[src/rtl/arm_pipelined_mem_arb_pkg.sv]
// Shared types and default sizes for the Fetch/Memory single-port memory arbiter.
// No logic; imported by the arbiter top and its starvation-guard counter.
package arm_pipelined_mem_arb_pkg;

  localparam int DATA_W_DEF         = 32;
  localparam int ADDR_W_DEF         = 32;
  localparam int MAX_DATA_BURST_DEF = 4;

  typedef enum logic [1:0] {
    ST_IDLE  = 2'd0,
    ST_DATA  = 2'd1,
    ST_INSTR = 2'd2,
    ST_RESP  = 2'd3
  } arb_state_t;

  // Counter width able to hold 0..max inclusive.
  function automatic int ctr_width(input int max);
    return (max < 1) ? 1 : $clog2(max + 1);
  endfunction

endpackage

[src/rtl/arm_pipelined_mem_arb_starve_ctr.sv]
// Counts data grants made while a fetch is waiting; flags when the burst limit is reached.
// Registered count, combinational limit flag; cleared by a fetch grant or an idle cycle with no fetch pending.
module arm_pipelined_mem_arb_starve_ctr
  import arm_pipelined_mem_arb_pkg::*;
#(
  parameter int MAX_DATA_BURST = MAX_DATA_BURST_DEF
) (
  input  logic clk,
  input  logic rst_n,
  input  logic data_grant,
  input  logic instr_grant,
  input  logic instr_waiting,
  input  logic idle_clear,
  output logic starve
);

  localparam int CW = ctr_width(MAX_DATA_BURST);
  localparam logic [CW-1:0] LIMIT = CW'(MAX_DATA_BURST);

  logic [CW-1:0] count;

  always_ff @(posedge clk or negedge rst_n) begin
    if (!rst_n) begin
      count <= '0;
    end else if (instr_grant || idle_clear) begin
      count <= '0;
    end else if (data_grant && instr_waiting && (count != LIMIT)) begin
      count <= count + 1'b1;
    end
  end

  assign starve = (count == LIMIT);

endmodule

[src/rtl/arm_pipelined_mem_arbiter.sv]
// Shares one single-port memory between Fetch and Memory: grant FSM, req/ready handshake, registered done pulses.
// Zero-wait access takes 3 cycles; requesters stall until done. Optional fetch starvation guard: MEM_ARB_STARVE_GUARD_EN.
module arm_pipelined_mem_arbiter
  import arm_pipelined_mem_arb_pkg::*;
#(
  parameter int DATA_W         = DATA_W_DEF,
  parameter int ADDR_W         = ADDR_W_DEF,
  parameter int MAX_DATA_BURST = MAX_DATA_BURST_DEF
) (
  input  logic              i_CLK,
  input  logic              i_NRESET,
  input  logic              i_Instr_Req,
  input  logic [ADDR_W-1:0] i_Instr_Addr,
  input  logic              i_Flush_Fetch,
  output logic              o_Instr_Done,
  output logic [DATA_W-1:0] o_Instr,
  input  logic              i_Data_Req,
  input  logic              i_Data_Write,
  input  logic [ADDR_W-1:0] i_Data_Addr,
  input  logic [DATA_W-1:0] i_Data_WData,
  output logic              o_Data_Done,
  output logic [DATA_W-1:0] o_Data_RData,
  output logic              o_Stall_Fetch,
  output logic              o_Stall_Memory,
  output logic              o_Mem_Req,
  output logic              o_Mem_Write,
  output logic [ADDR_W-1:0] o_Mem_Addr,
  output logic [DATA_W-1:0] o_Mem_WData,
  input  logic              i_Mem_Ready,
  input  logic [DATA_W-1:0] i_Mem_RData
);

  arb_state_t state;
  logic       kill;
  logic       fetch_ok;
  logic       pick_data;
  logic       pick_instr;
  logic       starve;

  // Data normally wins: it belongs to the older instruction in the pipe.
  assign fetch_ok   = i_Instr_Req & ~i_Flush_Fetch;
  assign pick_data  = i_Data_Req & ~(starve & fetch_ok);
  assign pick_instr = fetch_ok & ~pick_data;

  assign o_Stall_Fetch  = i_Instr_Req & ~o_Instr_Done;
  assign o_Stall_Memory = i_Data_Req & ~o_Data_Done;

`ifdef MEM_ARB_STARVE_GUARD_EN
  logic in_idle;
  assign in_idle = (state == ST_IDLE);

  arm_pipelined_mem_arb_starve_ctr #(
    .MAX_DATA_BURST(MAX_DATA_BURST)
  ) u_starve_ctr (
    .clk          (i_CLK),
    .rst_n        (i_NRESET),
    .data_grant   (in_idle & pick_data),
    .instr_grant  (in_idle & pick_instr),
    .instr_waiting(i_Instr_Req),
    .idle_clear   (in_idle & ~i_Instr_Req),
    .starve       (starve)
  );
`else
  // Strict data priority: the burst limit can never trip.
  assign starve = (MAX_DATA_BURST < 0);
`endif

  always_ff @(posedge i_CLK or negedge i_NRESET) begin
    if (!i_NRESET) begin
      state        <= ST_IDLE;
      kill         <= 1'b0;
      o_Mem_Req    <= 1'b0;
      o_Mem_Write  <= 1'b0;
      o_Mem_Addr   <= '0;
      o_Mem_WData  <= '0;
      o_Instr_Done <= 1'b0;
      o_Data_Done  <= 1'b0;
      o_Instr      <= '0;
      o_Data_RData <= '0;
    end else begin
      o_Instr_Done <= 1'b0;
      o_Data_Done  <= 1'b0;
      unique case (state)
        ST_IDLE: begin
          kill <= 1'b0;
          if (pick_data) begin
            state       <= ST_DATA;
            o_Mem_Req   <= 1'b1;
            o_Mem_Write <= i_Data_Write;
            o_Mem_Addr  <= i_Data_Addr;
            o_Mem_WData <= i_Data_WData;
          end else if (pick_instr) begin
            state       <= ST_INSTR;
            o_Mem_Req   <= 1'b1;
            o_Mem_Write <= 1'b0;
            o_Mem_Addr  <= i_Instr_Addr;
          end
        end
        ST_DATA: begin
          if (i_Mem_Ready) begin
            state       <= ST_RESP;
            o_Mem_Req   <= 1'b0;
            o_Mem_Write <= 1'b0;
            o_Data_Done <= 1'b1;
            if (!o_Mem_Write) begin
              o_Data_RData <= i_Mem_RData;
            end
          end
        end
        ST_INSTR: begin
          if (i_Flush_Fetch) begin
            kill <= 1'b1;
          end
          // A flush on the completing cycle still counts as a kill.
          if (i_Mem_Ready) begin
            state     <= ST_RESP;
            o_Mem_Req <= 1'b0;
            if (!(kill || i_Flush_Fetch)) begin
              o_Instr_Done <= 1'b1;
              o_Instr      <= i_Mem_RData;
            end
          end
        end
        ST_RESP: begin
          // The done pulse is already on the wire here; the kill flag only lives until we leave.
          state <= ST_IDLE;
          kill  <= 1'b0;
        end
        default: begin
          state <= ST_IDLE;
        end
      endcase
    end
  end

endmodule

[config.mk]
export PLATFORM = sky130hd
export DESIGN_NAME = arm_pipelined_mem_arbiter
export DESIGN_NICKNAME = d
export VERILOG_FILES = /design/src/rtl/arm_pipelined_mem_arb_pkg.sv /design/src/rtl/arm_pipelined_mem_arb_starve_ctr.sv /design/src/rtl/arm_pipelined_mem_arbiter.sv
export SDC_FILE = /design/constraint.sdc
export NUM_CORES = 1
export LEC_CHECK = 0
export ABC_AREA = 1
export CAP_MARGIN = 20
export CELL_PAD_IN_SITES_DETAIL_PLACEMENT = 0
export CELL_PAD_IN_SITES_GLOBAL_PLACEMENT = 1
export CORE_AREA = 2 2 142 144
export DETAILED_ROUTE_END_ITERATION = 10
export DIE_AREA = 0 0 144 146
export GPL_TIMING_DRIVEN = 0
export PLACE_DENSITY = 0.85
export SETUP_SLACK_MARGIN = 0.02
export SLEW_MARGIN = 20
export SYNTH_ARGS = -nofsm -noshare
export SYNTH_HDL_FRONTEND = slang
export SYNTH_SLANG_ARGS = --single-unit
[constraint.sdc]
create_clock -name i_CLK -period 1.9 [get_ports i_CLK]
set_clock_uncertainty 0.15 [all_clocks]
set_input_delay 0.19 -clock i_CLK [delete_from_list [all_inputs] [get_ports i_CLK]]
set_output_delay 0.19 -clock i_CLK [all_outputs]
set_load 0.02 [all_outputs]
* Yosys cells after proc, flatten, opt, wreduce, memory -nomap -nowiden
Cells that the tools add are included.
** Word-level totals
- Memory bits (writable) :: 0
- Latch bits :: 0
- Memories :: 0
- Logic and storage cells :: 63
- Bits in registers :: 135
- ROM bits :: 0
** Cells by class
- Shift-type cells :: 0
- Bitwise logic cells :: 10
- Div/mod/pow operators :: 0
- Mux-type cells :: 20
- Magnitude comparators :: 0
- Add/subtract/negate cells :: 0
- Multipliers :: 0
- Eq/ne operators :: 7
- Reductions and logical operators :: 16
** Operator list (count)
- $mux 32 :: 2
- $reduce_and 3->1 :: 4
- $mux 1 :: 11
- $reduce_and 2->1 :: 4
- $reduce_bool 2->1 :: 4
- $mux 2 :: 3
- $not 1->1 :: 6
- $pmux 1 s2 :: 3
- $pmux 2 s3 :: 1
- $and 1x1->1 :: 4
- $eq 2x2->1 const B :: 2
- $ne 2x2->1 const B :: 2
- $reduce_or 2->1 :: 2
- $ne 3x3->1 const B :: 1
- $eq 2x1->1 const B :: 1
- $logic_not 2->1 :: 1
- $ne 2x1->1 const B :: 1
- $logic_or 1x1->1 :: 1

* Longest topological paths before layout
Gate-level depths: netlist of run 1.
- Word-level depth :: 6
- Mapped depth :: 9
- Gate-level depth less buffers :: 7

* Least setup slack after synthesis of run 1
No wires, ideal clock.
- Path type :: reg-to-reg
- Start :: reg state[0]
- End :: reg o_Instr[10]
- Clock period less this slack :: 1.602 ns
- Data arrival time :: 1.322 ns
- Buffers on the path :: 2
- Setup time :: 0.130 ns
- Cell stages (with the launch flop) :: 10
- Slack :: 0.298 ns
- Path through :: dfrtp_1 > inv_1 > ha_1 > inv_1 > nor2_1 > nand2_1 > buf_2 > buf_1 > nand2_1 > o21ai_0
** On the way
- Word-level cells in the longest chain between the ends :: 2
** Ends and longest elaborated chain
- from (decl) :: line arm_pipelined_mem_arbiter.sv:33 : arb_state_t state;
- from (signal assigned) :: line arm_pipelined_mem_arbiter.sv:70 : state <= ST_IDLE;
- from (signal assigned) :: line arm_pipelined_mem_arbiter.sv:87 : state <= ST_DATA;
- from (signal assigned) :: line arm_pipelined_mem_arbiter.sv:93 : state <= ST_INSTR;
- $eq 2x2->1 :: line arm_pipelined_mem_arbiter.sv:83 : unique case (state)
- $reduce_and 3->1 (no source line)
- to (signal assigned) :: line arm_pipelined_mem_arbiter.sv:120 : o_Instr <= i_Mem_RData;
- to (decl) :: line arm_pipelined_mem_arbiter.sv:16 : output logic [DATA_W-1:0] o_Instr,
Every way passes these cells.
A chain may end at the register's enable or synchronous reset.

* Worst setup path in the final report of run 1
- Start :: reg o_Instr[5]
- End :: out o_Instr[5]
No word-level cell between the ends.

==> results of run 1 <==
==> cell families after synthesis <==
family	count (synthesis)	synth area share
and+or+nand+nor	218	0.148
DFF	135	0.603
buffers and inverters	109	0.0797
AOI/OAI and AO/OA	102	0.0938
muxes	32	0.0643
adders and majority gates	5	0.0112
==> layout make-up <==
cell class	instances	area [sq um]	area share
Sequential cell	135	3380	0.362
Timing Repair Buffer	272	2740	0.294
Multi-Input combinational cell	358	1790	0.192
Clock buffer	18	439	0.0471
Tap cell	265	332	0.0356
Inverter	79	297	0.0318
Buffer	30	186	0.0200
Clock inverter	14	160	0.0172
==> metal layers <==
| layer | routed length [um] | global-route usage |
|---|---|---|
| met2 | 7860 | 0.266 |
| met1 | 6990 | 0.196 |
| met4 | 377 | 0.0608 |
| met3 | 1790 | 0.0652 |
| met5 | 0 | 0 |
==> worst min path at each step <==
stage / depth (start not counted) / slack [ns] / to
floorplan: 0 / -0.26 / kill$_DFFE_PN0P_
global placement: 2 / 0.31 / o_Mem_Req$_DFFE_PN0P_
finish: 5 / 0.05 / o_Mem_Addr[0]$_DFFE_PN0P_
CTS: 5 / 0.03 / o_Mem_Addr[0]$_DFFE_PN0P_
detailed placement: 1 / 0.03 / o_Mem_Addr[20]$_DFFE_PN0P_
global route: 5 / 0.07 / o_Mem_Addr[0]$_DFFE_PN0P_
==> sequential cells by signal, summed over array words and instances, names as in the netlist <==
register,count
kill,1
o_Data_Done,1
o_Data_RData,32
o_Instr,32
o_Instr_Done,1
o_Mem_Addr,32
o_Mem_Req,1
o_Mem_WData,32
o_Mem_Write,1
state,2
==> repair_timing <==
item                                    in CTS  in global routing
hold buffers                                 1                  0
setup buffers                                0                  3
endpoints found under the hold margin       66                  0
cloned                                       0                  1
resized for setup                            9                 33
endpoints found under the setup margin      79                 86
pin swaps                                    0                  1
==> report_power, final <==
part | internal [W] | switching (W) | leakage, nW | total (W)
logic | 0.00352 | 0.00375 | 2.44 | 0.00727
clock network | 0.00200 | 0.00136 | 0.281 | 0.00336
registers | 0.00424 | 0.000726 | 1.67 | 0.00496
total | 0.00976 | 0.00583 | 4.39 | 0.0156
==> cell usage in the layout (no fill, tap or decap), drive strengths merged <==
master           n
inv             86
a21oi            2
nor2             5
o21ai           99
clkinvlp         4
dlygate4sd3      1
nand3            4
bufinv           2
dlymetal6s2s     2
buf             25
nand2          207
nand4            1
clkinv           1
ha               5
clkdlybuf4s50  264
or2              1
clkbuf          28
o21a             1
o22ai            1
mux2            32
dfrtp          135
==> metrics by stage <==
stage	cells	total power, W
floorplan	601	0.00846
global placement	1133	0.0121
detailed placement	1134	0.0122
CTS	1167	0.0157
global route	1171	0.0166
finish	1171	0.0156
==> impl_metrics.tcl, run 1 <==
set metrics [dict create \
    place_congestion 0.728 \
    via_count 4917 \
    max_stage_delay_ns 0.65 \
    netlist_cell_types 20 \
    synth_top_cell_by_area "sky130_fd_sc_hd__dfrtp_1" \
    cts_num_sinks 135 \
    die_area_sq_um 21000 \
    maxSlewHeadroom 0.642 \
    syn_area_per_cell_sq_um 9.32 \
    syn_to_final_growth_pct 66.5 \
    core.rowCount 51 \
    ys_dominant_reg_cell "sky130_fd_sc_hd__dfrtp_1" \
    fmax_mhz 562 \
    r2r_end "o_Instr[7]$_DFFE_PN0P_" \
    r2r_setup_slack_ns 0.14 \
    netlist_top_cells_count "207 x sky130_fd_sc_hd__nand2_1, 135 x sky130_fd_sc_hd__dfrtp_1, 97 x sky130_fd_sc_hd__o21ai_0" \
    grt_overflow_total 0 \
    num_io_pins 269 \
    maximum_vdd_ir_drop_mv 0.892 \
    critPathLaunchType "register" \
    fin_crit_ns 1.78 \
    fin_worst_hold_slack_ns 0.0451 \
    pre_cts_slack_ns -0.128 \
    fin_tns_setup_ns 0 \
    cts.clk_slew.worst_paths_ns 0.07 \
    timing.setup.critical_path_class "register to output pin" \
    detail_route.drc_violations 0 \
    antenna_found_initial 0 \
    worstHoldStart "i_Data_Req" \
    hold_viol 0 \
    share_of_yosys_cell_area_claimed_by_the_top_area_cell_type 0.603 \
    diodes_inserted 0 \
    r2r_start "state[1]$_DFFE_PN0P_" \
    synth.most_common_cell "sky130_fd_sc_hd__nand2_1" \
    ctsLongestPathBuffers 2 \
    finalCoreUtilization 0.482 \
    path_cells "clkdlybuf4s50_1" \
    worst-path-buf-inv 1 \
    clock_latency_reported_for_the_late_side_of_the_worst_skew_pair_ns 0.41 \
    p_leak_nw 4.39 \
    critical_path_depth 1 \
    drt-wirelength-per-cell_um 14.5 \
    grt.total_usage 0.164 \
    crit_end "o_Instr[5]" \
    global_route_wire_length_before_repair_um 26700 \
    run_status "complete, no violations" \
    drt_iter0_drc 144 \
    grt_setup_unrepaired "false" \
    vias_in_the_first_global_route 4934 \
    place_hpwl_um 12600 \
    wirelength_um 17000 \
    max_slew_violation_count 0 \
    worstHoldPathType "primary input to register" \
    synthArstFlopShare 1.00 \
    critical-path-top-delay-family "buffers and inverters" \
    cts_buffers 17 \
    core_area_sq_um 19300 \
    post-route-cell-area_sq_um 9330 \
    numPortBuffers 267 \
    drive_gt1_frac 0.114 \
    reg2regPathDepth 8 \
    synth.ff_latch_count 135 \
    postRouteAntennaNets 0 \
    cap_violations 0 \
    starting_density_of_the_core 0.290 \
    firstDrtPassIters 4 \
    worstSetupStartpoint "o_Instr[5]$_DFFE_PN0P_" \
    crit_required_ns 1.56 \
    cp_slowest_cell "sky130_fd_sc_hd__clkdlybuf4s50_1" \
    die_h_um 146 \
    measured_slew_at_the_worst_slew_check_pin_ns 0.537 \
    synth_nets 741 \
    period_utilization_post_route 0.936 \
    synth-seq-area-share 0.603 \
    cts_tree "done" \
    pin_count_of_the_biggest_net_entering_global_routing 70 \
    h-tree-depth 4 \
    viasPerCell 4.20 \
    chip_width_um 144 \
    yosys_warnings 0 \
    worstSetupEndpointType "output pin" \
    library_cell_used_as_clock_root_buffer "sky130_fd_sc_hd__clkbuf_16" \
    synthesis.area_sq_um 5600 \
    design.final.nets 1033 \
    placedInstanceArea_sq_um 8640 \
    fill_cells 1838 \
    finalSetupViolCount 0 \
    postSynthCellCount 601 \
    layout_setup_ws_ns 0.121 \
    number_of_enable_type_register_cells_in_the_synthesized_netlist 0 \
    p_per_area_nw_per_um2 1670 \
    crit_arrival_ns 1.44 \
    crit_path_max_fanout 2 \
    synth.top_cells.by_area "sky130_fd_sc_hd__dfrtp_1 60%, sky130_fd_sc_hd__nand2_1 14%, sky130_fd_sc_hd__o21ai_0 8.7%" \
]
Note: power is estimated with default switching activity, not from simulation.
==> run 2: changes to the inputs <==
--- a/config.mk
+++ b/config.mk
@@ -9,11 +9,11 @@
 export CAP_MARGIN = 20
 export CELL_PAD_IN_SITES_DETAIL_PLACEMENT = 0
 export CELL_PAD_IN_SITES_GLOBAL_PLACEMENT = 1
-export CORE_AREA = 2 2 142 144
+export CORE_AREA = 10 10 158 160
 export DETAILED_ROUTE_END_ITERATION = 10
-export DIE_AREA = 0 0 144 146
+export DIE_AREA = 0 0 168 170
 export GPL_TIMING_DRIVEN = 0
-export PLACE_DENSITY = 0.85
+export PLACE_DENSITY = 0.81
 export SETUP_SLACK_MARGIN = 0.02
 export SLEW_MARGIN = 20
 export SYNTH_ARGS = -nofsm -noshare
==> constraint.sdc (replaced) <==
create_clock -name i_CLK -period 1.5 [get_ports i_CLK]
set_clock_uncertainty 0.15 [all_clocks]
set_input_delay 0.15 -clock i_CLK [delete_from_list [all_inputs] [get_ports i_CLK]]
set_output_delay 0.15 -clock i_CLK [all_outputs]
set_load 0.02 [all_outputs]
==> run 2 against run 1 <==
Effect of this change:
- the run now ends with setup timing left
- sequential share of layout area is 4.0 points lower
- final area is 12% higher
- core utilization is 0.091 points higher
- clock power is 32% higher
- setup slack worse by 0.32 ns
- critical path type is now register to register
- largest cell class is now buffers
==> impl_metrics.tcl, run 2 (synthesis gave the netlist of run 1 again) <==
set metrics [dict create \
    grt.total_usage 0.144 \
    critPathLaunchType "register" \
    drive_gt1_frac 0.293 \
    library_cell_used_as_clock_root_buffer "sky130_fd_sc_hd__clkbuf_16" \
    chip_width_um 168 \
    fin_tns_setup_ns -18.26 \
    period_utilization_post_route 1.13 \
    num_io_pins 269 \
    crit_required_ns 1.64 \
    firstDrtPassIters 4 \
    reg2regPathDepth 8 \
    r2r_setup_slack_ns -0.20 \
    cap_violations 0 \
    cts_tree "done" \
    ctsLongestPathBuffers 2 \
    maximum_vdd_ir_drop_mv 0.812 \
    pre_cts_slack_ns -0.401 \
    syn_to_final_growth_pct 87.1 \
    pin_count_of_the_biggest_net_entering_global_routing 75 \
    maxSlewHeadroom 0.663 \
    wirelength_um 21400 \
    hold_end "o_Mem_Addr[0]$_DFFE_PN0P_" \
    r2r_end "o_Data_RData[16]$_DFFE_PN0P_" \
    starting_density_of_the_core 0.258 \
    design.final.nets 1064 \
    layout_commonest_cell "sky130_fd_sc_hd__nand2_1" \
    drt_iter0_drc 213 \
    finalSetupViolCount 129 \
    core.rowCount 54 \
    place_congestion 0.791 \
    max_slew_violation_count 0 \
    route.layer.met1.wl_um 8620 \
    die_area_sq_um 28600 \
    r2r_start "state[0]$_DFFE_PN0P_" \
    grt_overflow_total 0 \
    routed-wl-met2_um 10600 \
    worstHoldStart "i_Data_Req" \
    core_area_sq_um 21700 \
    fmax_mhz 589 \
    timing.setup.critical_path_class "register to register" \
    violations "setup timing" \
    global_route_wire_length_before_repair_um 32700 \
    routed-wl-met3_um 1920 \
    hold_path_depth 5 \
    run_status "finished with violations" \
    path_cells "buf_4 -> ha_4 -> nand2_2 -> or2_4 -> buf_8 -> buf_6 -> nand2_1 -> o21ai_0" \
    cp_slowest_cell "sky130_fd_sc_hd__dfrtp_1" \
    worstHoldPathType "primary input to register" \
    cts_buffers 17 \
    worstSetupEndpointType "register" \
    die_h_um 170 \
    h-tree-depth 4 \
    critical-path-top-delay-family "buffers and inverters" \
    critical_path_depth 8 \
    post-route-cell-area_sq_um 10500 \
    clock_latency_reported_for_the_late_side_of_the_worst_skew_pair_ns 0.41 \
    detail_route.drc_violations 0 \
    via_count 5174 \
    hold_viol 0 \
    worst-path-buf-inv 3 \
    crit_arrival_ns 1.84 \
    antenna_found_initial 2 \
    vias_in_the_first_global_route 5738 \
    place_hpwl_um 15000 \
    measured_slew_at_the_worst_slew_check_pin_ns 0.505 \
    cts.clk_slew.worst_paths_ns 0.06 \
    numPortBuffers 267 \
    total_power_w 0.0217 \
    cts_num_sinks 135 \
    most-common-layout-cells "147 x sky130_fd_sc_hd__nand2_1, 135 x sky130_fd_sc_hd__dfrtp_1, 132 x sky130_fd_sc_hd__clkdlybuf4s50_1" \
    grt_setup_unrepaired "true" \
    drt-wirelength-per-cell_um 17.5 \
    max_stage_delay_ns 0.39 \
    p_leak_nw 5.22 \
    placedInstanceArea_sq_um 8720 \
    layout_setup_ws_ns -0.198 \
    finalCoreUtilization 0.483 \
    fin_crit_ns 1.70 \
    p_per_area_nw_per_um2 2070 \
    viasPerCell 4.25 \
    postRouteAntennaNets 0 \
    crit_path_max_fanout 10 \
    top_layer "met5" \
]
==> run 2: cell types whose count changed in the layout (fill, tap and decap cells not counted), sizes merged <==
cell,before,now
a21oi,2,1
clkdlybuf4s15,0,34
bufinv,2,3
inv,86,84
buf,25,58
clkinv,1,2
clkinvlp,4,2
dlymetal6s2s,2,0
diode,0,1
clkbuf,28,48
dlygate4sd2,0,81
clkdlybuf4s50,264,132
==> run 2: metal layers <==
metal,GRT usage,vias to the layer above
met5,0,-
met3,0.0677,17
met2,0.246,193
met4,0.0310,2
met1,0.160,2439
li1,-,2523
==> run 2: area by class of cell <==
class / count / area, sq um
timing repair buffer: 306 / 3070
clock buffer: 20 / 457
antenna: 1 / 2.50
multi-input combinational: 357 / 2360
fill: 2035 / 11200
buffer: 28 / 392
tap: 280 / 350
clock inverter: 12 / 165
inverter: 79 / 299
sequential: 135 / 3380
==> run 2: what timing repair did <==
item | 4_1_cts | 5_1_grt
hold endpoints to repair | 65 | 0
endpoints found under the setup margin | 265 | 179
gates resized for setup | 317 | 229
buffers inserted | 20 | 4
hold buffers | 1 | 0
cloned | 14 | 6
pin swaps | 3 | 5
==> run 2: worst min-delay path: stages <==
cell and delay, ns:
sky130_fd_sc_hd__buf_4 0.17, sky130_fd_sc_hd__nand2_1 0.07, sky130_fd_sc_hd__nand2_1 0.05, sky130_fd_sc_hd__nand2_1 0.07, sky130_fd_sc_hd__o21ai_2 0.05
==> run 2: how the worst max path moves through the flow <==
stage                                    start                           end  slack (ns)
after floorplan           state[0]$_DFFE_PN0P_       o_Instr[21]$_DFFE_PN0P_       -0.03
after global routing      state[0]$_DFFE_PN0P_     o_Mem_Addr[3]$_DFFE_PN0P_       -0.24
after CTS                 state[0]$_DFFE_PN0P_       o_Instr[23]$_DFFE_PN0P_       -0.24
final                     state[0]$_DFFE_PN0P_  o_Data_RData[16]$_DFFE_PN0P_       -0.20
after detailed placement  state[0]$_DFFE_PN0P_       o_Instr[18]$_DFFE_PN0P_       -0.40
after global placement                i_NRESET    o_Mem_Addr[20]$_DFFE_PN0P_       -5.54
==> run 2: where the power goes <==
group / leakage [nW] / switching, W / internal, W
combinational: 3.25 / 0.00584 / 0.00504
sequential: 1.67 / 0.00102 / 0.00537
clock: 0.300 / 0.00169 / 0.00274
total: 5.22 / 0.00854 / 0.0131
==> run 2: metrics by stage <==
stage                     hold slack, ns  std cells
after detailed placement         -0.0197       1149
after global placement             0.314       1148
final                             0.0402       1218
after floorplan                   -0.296        601
after global routing              0.0503       1218
after CTS                         0.0274       1216
